$ cat src/rtl/knight_pkg.sv
// Shared encodings, frame counts and screen/hitbox constants for the knight sprite animator.
package knight_pkg;

  typedef enum logic [2:0] {
    ST_IDLE   = 3'd0,
    ST_WALK   = 3'd1,
    ST_JUMP   = 3'd2,
    ST_FALL   = 3'd3,
    ST_ATTACK = 3'd4,
    ST_DEAD   = 3'd5
  } status_e;

  typedef enum logic [1:0] {
    A_IDLE,
    A_WINDUP,
    A_SWING,
    A_RECOVER
  } attack_e;

  localparam int FRAMES_IDLE   = 4;
  localparam int FRAMES_WALK   = 6;
  localparam int FRAMES_JUMP   = 2;
  localparam int FRAMES_FALL   = 2;
  localparam int FRAMES_ATTACK = 5;
  localparam int FRAMES_DEAD   = 8;

  localparam int SCREEN_X_MAX = 639;
  localparam int SCREEN_Y_MAX = 479;
  localparam int HIT_OFS      = 15;

  function automatic status_e sanitize(input logic [3:0] raw);
    if (raw > 4'd5) return ST_IDLE;
    return status_e'(raw[2:0]);
  endfunction

  function automatic logic [2:0] last_frame(input status_e s);
    case (s)
      ST_WALK:   return 3'(FRAMES_WALK - 1);
      ST_JUMP:   return 3'(FRAMES_JUMP - 1);
      ST_FALL:   return 3'(FRAMES_FALL - 1);
      ST_ATTACK: return 3'(FRAMES_ATTACK - 1);
      ST_DEAD:   return 3'(FRAMES_DEAD - 1);
      default:   return 3'(FRAMES_IDLE - 1);
    endcase
  endfunction

  function automatic logic [9:0] sat(input logic signed [10:0] v, input logic signed [10:0] lim);
    if (v < 11'sd0) return '0;
    if (v > lim) return lim[9:0];
    return v[9:0];
  endfunction

endpackage

$ cat src/rtl/anim_ticker.sv
// Frame-step divider: counts 0..STEP_TICKS-1 and flags the last tick of each step.
module anim_ticker #(
  parameter int STEP_TICKS = 6
) (
  input  logic frame_clk,
  input  logic Reset,
  input  logic restart,
  output logic step
);

  localparam int TW = (STEP_TICKS > 1) ? $clog2(STEP_TICKS) : 1;

  logic [TW-1:0] tick;

  // step is taken straight from the count so the parent's restart logic can depend on it
  assign step = (tick == TW'(STEP_TICKS - 1));

  always_ff @(posedge frame_clk or posedge Reset) begin
    if (Reset)                tick <= '0;
    else if (restart || step) tick <= '0;
    else                      tick <= tick + TW'(1);
  end

endmodule

$ cat src/rtl/knight_anim.sv
// Knight sprite animator: sheet/frame sequencing, one-shot attack with hitbox, and death hold.
module knight_anim
  import knight_pkg::*;
#(
  parameter int STEP_TICKS = 6,
  parameter int HIT_W      = 40,
  parameter int HIT_H      = 30
) (
  input  logic       frame_clk,
  input  logic       Reset,
  input  logic [3:0] Player_Status,
  input  logic       Inverse,
  input  logic [9:0] PlayerX,
  input  logic [9:0] PlayerY,
  output logic [2:0] Sprite_Sheet,
  output logic [2:0] Frame_Idx,
  output logic       Hit_Active,
  output logic [9:0] Hit_X_Min,
  output logic [9:0] Hit_X_Max,
  output logic [9:0] Hit_Y_Min,
  output logic [9:0] Hit_Y_Max,
  output logic       Attack_Busy,
  output logic       Dead_Done
);

  localparam logic signed [10:0] OFS    = 11'(HIT_OFS);
  localparam logic signed [10:0] W_M1   = 11'(HIT_W - 1);
  localparam logic signed [10:0] H_LO   = 11'(HIT_H / 2);
  localparam logic signed [10:0] H_HI   = 11'(HIT_H / 2 - 1);
  localparam logic signed [10:0] X_LIM  = 11'(SCREEN_X_MAX);
  localparam logic signed [10:0] Y_LIM  = 11'(SCREEN_Y_MAX);

  status_e sheet_q, sheet_n, prev_q, status_s;
  attack_e a_q, a_n;
  logic    facing_q, facing_n;
  logic [2:0] frame_n;
  logic    start, restart, step;
  logic signed [10:0] px, py, x_lo, x_hi, y_lo, y_hi;

  anim_ticker #(.STEP_TICKS(STEP_TICKS)) u_ticker (
    .frame_clk (frame_clk),
    .Reset     (Reset),
    .restart   (restart),
    .step      (step)
  );

  always_comb begin
    status_s = sanitize(Player_Status);
    start    = (a_q == A_IDLE) && (status_s == ST_ATTACK) && (prev_q != ST_ATTACK);
    a_n      = a_q;
    facing_n = facing_q;
    if (status_s == ST_DEAD) begin
      a_n = A_IDLE;
    end else begin
      case (a_q)
        A_IDLE:    if (start) begin a_n = A_WINDUP; facing_n = Inverse; end
        A_WINDUP:  if (step && Frame_Idx == 3'd1) a_n = A_SWING;
        A_SWING:   if (step && Frame_Idx == 3'd3) a_n = A_RECOVER;
        A_RECOVER: if (step) a_n = A_IDLE;
        default:   a_n = A_IDLE;
      endcase
    end

    // a held attack status outside a fresh start is displayed as idle
    if (status_s == ST_DEAD)       sheet_n = ST_DEAD;
    else if (a_n != A_IDLE)        sheet_n = ST_ATTACK;
    else if (status_s == ST_ATTACK) sheet_n = ST_IDLE;
    else                           sheet_n = status_s;

    restart = (sheet_n != sheet_q) || start;
    frame_n = Frame_Idx;
    if (restart) begin
      frame_n = 3'd0;
    end else if (step) begin
      if (Frame_Idx == last_frame(sheet_q))
        frame_n = (sheet_q == ST_DEAD) ? Frame_Idx : 3'd0;
      else
        frame_n = Frame_Idx + 3'd1;
    end
  end

  always_comb begin
    px = $signed({1'b0, PlayerX});
    py = $signed({1'b0, PlayerY});
    if (facing_q) begin
      x_hi = px - OFS;
      x_lo = x_hi - W_M1;
    end else begin
      x_lo = px + OFS;
      x_hi = x_lo + W_M1;
    end
    y_lo = py - H_LO;
    y_hi = py + H_HI;
  end

  always_ff @(posedge frame_clk or posedge Reset) begin
    if (Reset) begin
      sheet_q     <= ST_IDLE;
      prev_q      <= ST_IDLE;
      a_q         <= A_IDLE;
      facing_q    <= 1'b0;
      Frame_Idx   <= '0;
      Hit_Active  <= 1'b0;
      Hit_X_Min   <= '0;
      Hit_X_Max   <= '0;
      Hit_Y_Min   <= '0;
      Hit_Y_Max   <= '0;
      Attack_Busy <= 1'b0;
      Dead_Done   <= 1'b0;
    end else begin
      sheet_q     <= sheet_n;
      prev_q      <= status_s;
      a_q         <= a_n;
      facing_q    <= facing_n;
      Frame_Idx   <= frame_n;
      Hit_Active  <= (a_n == A_SWING);
      Hit_X_Min   <= (a_n == A_SWING) ? sat(x_lo, X_LIM) : '0;
      Hit_X_Max   <= (a_n == A_SWING) ? sat(x_hi, X_LIM) : '0;
      Hit_Y_Min   <= (a_n == A_SWING) ? sat(y_lo, Y_LIM) : '0;
      Hit_Y_Max   <= (a_n == A_SWING) ? sat(y_hi, Y_LIM) : '0;
      Attack_Busy <= (a_n != A_IDLE);
      Dead_Done   <= (sheet_n == ST_DEAD) && (frame_n == 3'(FRAMES_DEAD - 1));
    end
  end

  assign Sprite_Sheet = sheet_q;

endmodule

$ cat config.mk
export PLATFORM = sky130hd
export DESIGN_NAME = knight_anim
export DESIGN_NICKNAME = d
export VERILOG_FILES = /design/src/rtl/knight_pkg.sv /design/src/rtl/anim_ticker.sv /design/src/rtl/knight_anim.sv
export SDC_FILE = /design/constraint.sdc
export NUM_CORES = 1
export LEC_CHECK = 0
export ABC_CLOCK_PERIOD_IN_PS = 2900
export CORE_MARGIN = 2
export CORE_UTILIZATION = 53
export DETAILED_ROUTE_END_ITERATION = 10
export HOLD_SLACK_MARGIN = 0.05
export PLACE_DENSITY_LB_ADDON = 0.05
export SLEW_MARGIN = 20
export SYNTH_ARGS = -nofsm -noshare
export SYNTH_HDL_FRONTEND = slang
export SYNTH_SLANG_ARGS = --single-unit
$ cat constraint.sdc
create_clock -name frame_clk -period 2.9 [get_ports frame_clk]
set_input_delay 0.87 -clock frame_clk [delete_from_list [all_inputs] [get_ports frame_clk]]
set_output_delay 0.87 -clock frame_clk [all_outputs]
set_load 0.01 [all_outputs]
Yosys cells after proc, flatten, opt, wreduce, memory -nomap -nowiden. Index checks and enable logic that the tools add are counted.

Logic and storage cells: 115. Register bits: 58. Output and inout port bits: 49. Bits of input ports: 27.

$add $sub $neg: 8. Reductions and logical operators: 11. Mux-type cells: 54. $lt $le $gt $ge: 9. Equality and inequality tests: 19. Bitwise logic cells: 1.

Operator list (count): $mux W10 (20); $lt A11 B1 Y1 const B (4); $mux W3 (12); $add A10 B4 Y11 const B (2); $gt A11 B10 Y1 const B (2); $gt A11 B11 Y1 const B (2); $mux W11 (2); $sub A10 B4 Y11 const B (2); $eq A3 B3 Y1 const B (7); $mux W1 (13); $pmux W3 S4 (1); $add A11 B7 Y11 const B (1); $sub A11 B7 Y11 const B (1); $mux W2 (5); $eq A3 B2 Y1 const B (3); $pmux W2 S4 (1); $add A3 B1 Y3 const B (2); $eq A2 B2 Y1 const B (3); $eq A3 B1 Y1 const B (2); $logic_and A1 B1 Y1 (5); $gt A4 B3 Y1 const B (1); $eq A3 B3 Y1 (1); $ne A3 B3 Y1 (1); $ne A3 B3 Y1 const B (1); other kinds (7) (8).

Longest topological paths before layout.
Depth after elaboration: 21. Depth in mapped cells: 11. Gate-level depth less buffers: 9.

By module. Synthesis repeated with hierarchy kept, for this count alone.

Cell total of the unflattened synthesis: 507. Area total of the unflattened synthesis: 4235.3 um2.

Modules (own cells, without submodules): knight_anim (cells an instance 493, area an instance 4086.4 um2, sequential area each 1376.3 um2, times used 1); anim_ticker (cells an instance 14, area an instance 148.9 um2, sequential area each 75.1 um2, times used 1).

Least setup slack after synthesis. OpenSTA, ideal clock, no wires.

Path type: input-to-reg. Start point: in PlayerX[0]. End point: reg Hit_X_Max[5]. Slack: -270 ps. Cell stages on the path: 10. Required time: 2763 ps. Library setup time: 137 ps. Arrival: 3034 ps. Path buffers: 1. Cell sequence: buf_2 > inv_1 > ha_1 > nor3b_4 > xnor2_1 > or3_4 > a211oi_4 > xnor2_1 > a2111oi_0 > nor3_1.

Longest elaborated chain between the ends: 9. Elaborated cells on any way between the ends: 13. Those cells by class: add/sub: 3; order compare: 2; mux: 8.

Ends and longest elaborated chain: start: declaration (RTL line knight_anim.sv:13) `input logic [9:0] PlayerX,`; $add A10 B4 Y11 (RTL line knight_anim.sv:89) `x_lo = px + OFS;`; $add A11 B7 Y11 (RTL line knight_anim.sv:90) `x_hi = x_lo + W_M1;`; $mux W11 (*) (RTL line knight_anim.sv:85) `if (facing_q) begin`; $gt A11 B11 Y1 (RTL line knight_pkg.sv:49) `if (v > lim) return lim[9:0];`; $mux W1 (2 in a row) (RTL line knight_pkg.sv:49); $mux W10 (RTL line knight_pkg.sv:50) `return v[9:0];`; $mux W10 (*) (RTL line knight_pkg.sv:49); $mux W10 (*) (RTL line knight_anim.sv:118) `Hit_X_Max <= (a_n == A_SWING) ? sat(x_hi, X_LIM) : '0;`; end signal: assignment (RTL line knight_anim.sv:118); end: declaration (RTL line knight_anim.sv:19) `output logic [9:0] Hit_X_Max,`.

Every way passes the cells marked *; elsewhere a longest branch is shown, timed or not. The select of a mux whose other input is x is not followed. A chain may end at the register's enable or synchronous reset.

Worst setup path after layout. Same ends and word-level chain as after synthesis.

==> summary.md <==
| Metric | Value |
|---|---|
| Status | complete, but fails checks |
| Failing checks | setup timing |
| Cell Area, Synth | 0.00402 mm2 |
| Total grt overflow | 0 |
| Synth Area in Adders | 0.0560 |
| Fillers | 408 |
| Ys async rst share | 1.00 |
| Crit path kind | in2reg |
| Clock Tree Buf Depth | 2 |
| # diodes | 0 |
| Area growth syn-to-layout | 57.7% |
| WL final | 14000 um |
| Worst ir drop on vdd | 329 uV |
| Clock-pin slew on the worst setup and hold paths | 0.06 ns |
| Worst Setup Start Kind | input pin |
| Skew final | 0.0126 ns |
| Peak Freq | 341 MHz |
| CP Data Arrival Time | 3.13 ns |
| Pre-antenna DRT Iters | 5 |
| Max-slew violation count | 0 |
| Slew @ Worst Pin | 0.525 ns |
| Root buf cell | clkbuf_8 |
| HP Class | reg2reg |
| Setup WS post-layout | -0.0295 ns |
| PwrDens | 506 mW/mm2 |
| Crit path cell chain | buf_8 > buf_6 > inv_4 > ha_4 > nor3b_4 > xnor2_2 > or3_4 > a211oi_4 > xnor2_4 > a2111oi_2 > nor3_1 |
| Initial antenna violation count | 0 |
| Largest net degree at the start of global routing | 39 |
| Port Buffers | 75 |
| Largest family of logic cells by synthesized area | simple AND/OR/NAND/NOR gates |
| Layout cells sized above 1 | 0.319 |
| Syn Inst Count | 456 |
| GPL Wtd Cong | 0.970 |
| Fin area | 0.00634 mm2 |
| Ys flop type | dfrtp_1 |
| Worst Setup End Kind | flip-flop |
| Pleak | 2.82 nW |
| Nets | 686 |
| Setup TNS | -0.0529 ns |
| IO Pins | 76 |
| Total clock sinks | 58 |
| Yosys warnings | 0 |
| First-pass GRT wire length | 20700 um |
| Core area | 0.00729 mm2 |
| Mux cell area share after synthesis | 0.0115 |
| Post-Synth XOR/XNOR Area | 0.0890 |
| WL/cell | 18.7 um |
| Crit-path max FO | 4 |
| Syn avg cell area | 8.81 um2 |
| Die span in y | 91.1 um |
| Via count | 4538 |
| Number of global-route vias before repair | 4401 |
| Total track usage | 0.309 |
| Synth cell types | 73 |
| Initial DRC Count | 322 |
| Cell with the largest stage delay on the worst path | or3_4 |
| Row count | 31 |
| DIE AREA | 0.00830 mm2 |
| Slew margin rel. | 0.648 |
| Crit share post-route | 1.01 |
| Cell family with most CP delay | simple AND/OR/NAND/NOR gates |
| # H-tree levels | 3 |
| Post-CTS Hold Buffers | 0 |
| Synth area leader | dfrtp_1 |
| Total power | 3.21 mW |
| Post-synth EDFFs | 0 |
| Flop-to-flop setup slack | 0.40 ns |
| Initial Util | 0.551 |
| Die Width | 91.1 um |
| Hold Fails Final Rpt | 0 |
| DP HPWL | 9200 um |
| Max incr delay on CP | 0.43 ns |
| Post-DP Area | 0.00569 mm2 |
| Sequential area share after synthesis | 0.361 |
| Post-synth top area share | 0.361 |
| Synth area leaders | dfrtp_1 (36%), xnor2_1 (6.3%), ha_1 (5.6%), a21oi_1 (4.0%), nand2_1 (3.3%) |
| Synth Area in Simple Gates | 0.232 |
| Minimum clock period | 2.93 ns |
| DR DRC count | 0 |
| Routed Antenna Nets | 0 |
| WP buf/inv | 3 |
| Worst EP required | 3.10 ns |
| Post-DR vias/cell | 6.09 |
| Compound-Gate Fraction of Synth Area | 0.202 |
| Final setup viols | 4 |
| Clk_lat worst skew | 0.34 ns |
| RSZ-0062 raised after global routing | true |
| CTS Buf Count | 9 |
| Max_cap viols | 0 |
| TritonCTS clock tree | built |
| #FFs+latches synth | 58 |
## cell families after synthesis
| family | count (synthesis) |
|---|---|
| buffers and inverters | 46 |
| and+or+nand+nor | 172 |
| DFF | 58 |
| adders and majority gates | 18 |
| xor gates and xnor gates | 40 |
| other | 1 |
| AOI/OAI and AO/OA | 117 |
| muxes | 4 |
## registers in the layout (all words and copies together), names as in the netlist, 2 cells and up
signal	flops
Hit_X_Max	10
Hit_X_Min	10
Hit_Y_Max	10
Hit_Y_Min	10
Frame_Idx	3
Sprite_Sheet	3
prev_q	3
u_ticker.tick	3
a_q	2
## path summary, 6_finish.rpt
path / from / depth (start not counted) / to
max in group asynchronous: Reset / 3 / Hit_X_Max[8]
setup reg to reg: Frame_Idx[0] / 9 / Hit_X_Min[7]
hold reg to reg: u_ticker.tick[0] / 1 / u_ticker.tick[0]
hold / removal: u_ticker.tick[0] / 1 / u_ticker.tick[0]
setup / recovery: PlayerX[0] / 11 / Hit_X_Max[5]
min in group asynchronous: Reset / 2 / Hit_Y_Min[0]
## through the flow
step	worst slack, ns	hold WS (ns)	instances	utilization
6_report	-0.0295	0.488	745	0.869
5_1_grt	-0.121	0.525	745	0.869
4_1_cts	0.0189	0.495	737	0.836
3_5_place_dp	-0.767	0.479	712	0.780
3_3_place_gp	-0.691	0.461	712	0.780
2_1_floorplan	-0.0559	0.450	457	-
## cell usage after synthesis, types with 7 or more instances
cell type,number
nand2_1,35
a31oi_1,8
dfrtp_1,58
inv_1,23
buf_2,7
o21ai_0,19
nor3_1,18
xor2_1,10
clkbuf_1,14
and3_1,12
ha_1,18
nand3_1,22
nor2_1,31
xnor2_1,29
a21oi_1,32
## what timing repair did
| item | CTS | global route |
|---|---|---|
| pin swaps | 13 | 16 |
| gates cloned | 0 | 1 |
| buffers inserted | 9 | 7 |
| resized for setup | 46 | 41 |
| hold endpoints to repair | 0 | 0 |
| setup endpoints to repair | 20 | 29 |
## routing by layer
layer,share of wire,routed length (um),vias up,track usage
met5,0,0,-,0
met4,0.052,726,0,0.144
met3,0.059,817,70,0.0672
met2,0.52,7260,230,0.549
met1,0.37,5150,2201,0.352
li1,-,-,2037,-
## power breakdown
part           internal, mW  switching [mW]  total, mW
Sequential            0.890          0.0803      0.970
Combinational         0.651           0.816       1.47
Clock                 0.442           0.329      0.771
## area by class of cell
type,instances,area [um2],area share
Clock inverter,4,50.0,0.00790
Multi-Input combinational cell,354,2790,0.441
Inverter,23,96.3,0.0152
Clock buffer,12,155,0.0245
Sequential cell,58,1450,0.229
Tap cell,99,124,0.0195
Timing Repair Buffer,195,1670,0.263
## placed cells by master, fill, tap and decap left out, drive strengths merged, types with 18 or more instances in the layout
master,count
dfrtp,58
a21oi,33
o21ai,23
xnor2,29
inv,23
clkdlybuf4s50,65
nor2,31
nor3,18
ha,18
buf,123
nand2,35
nand3,22
(Power assumes the default switching activity.)
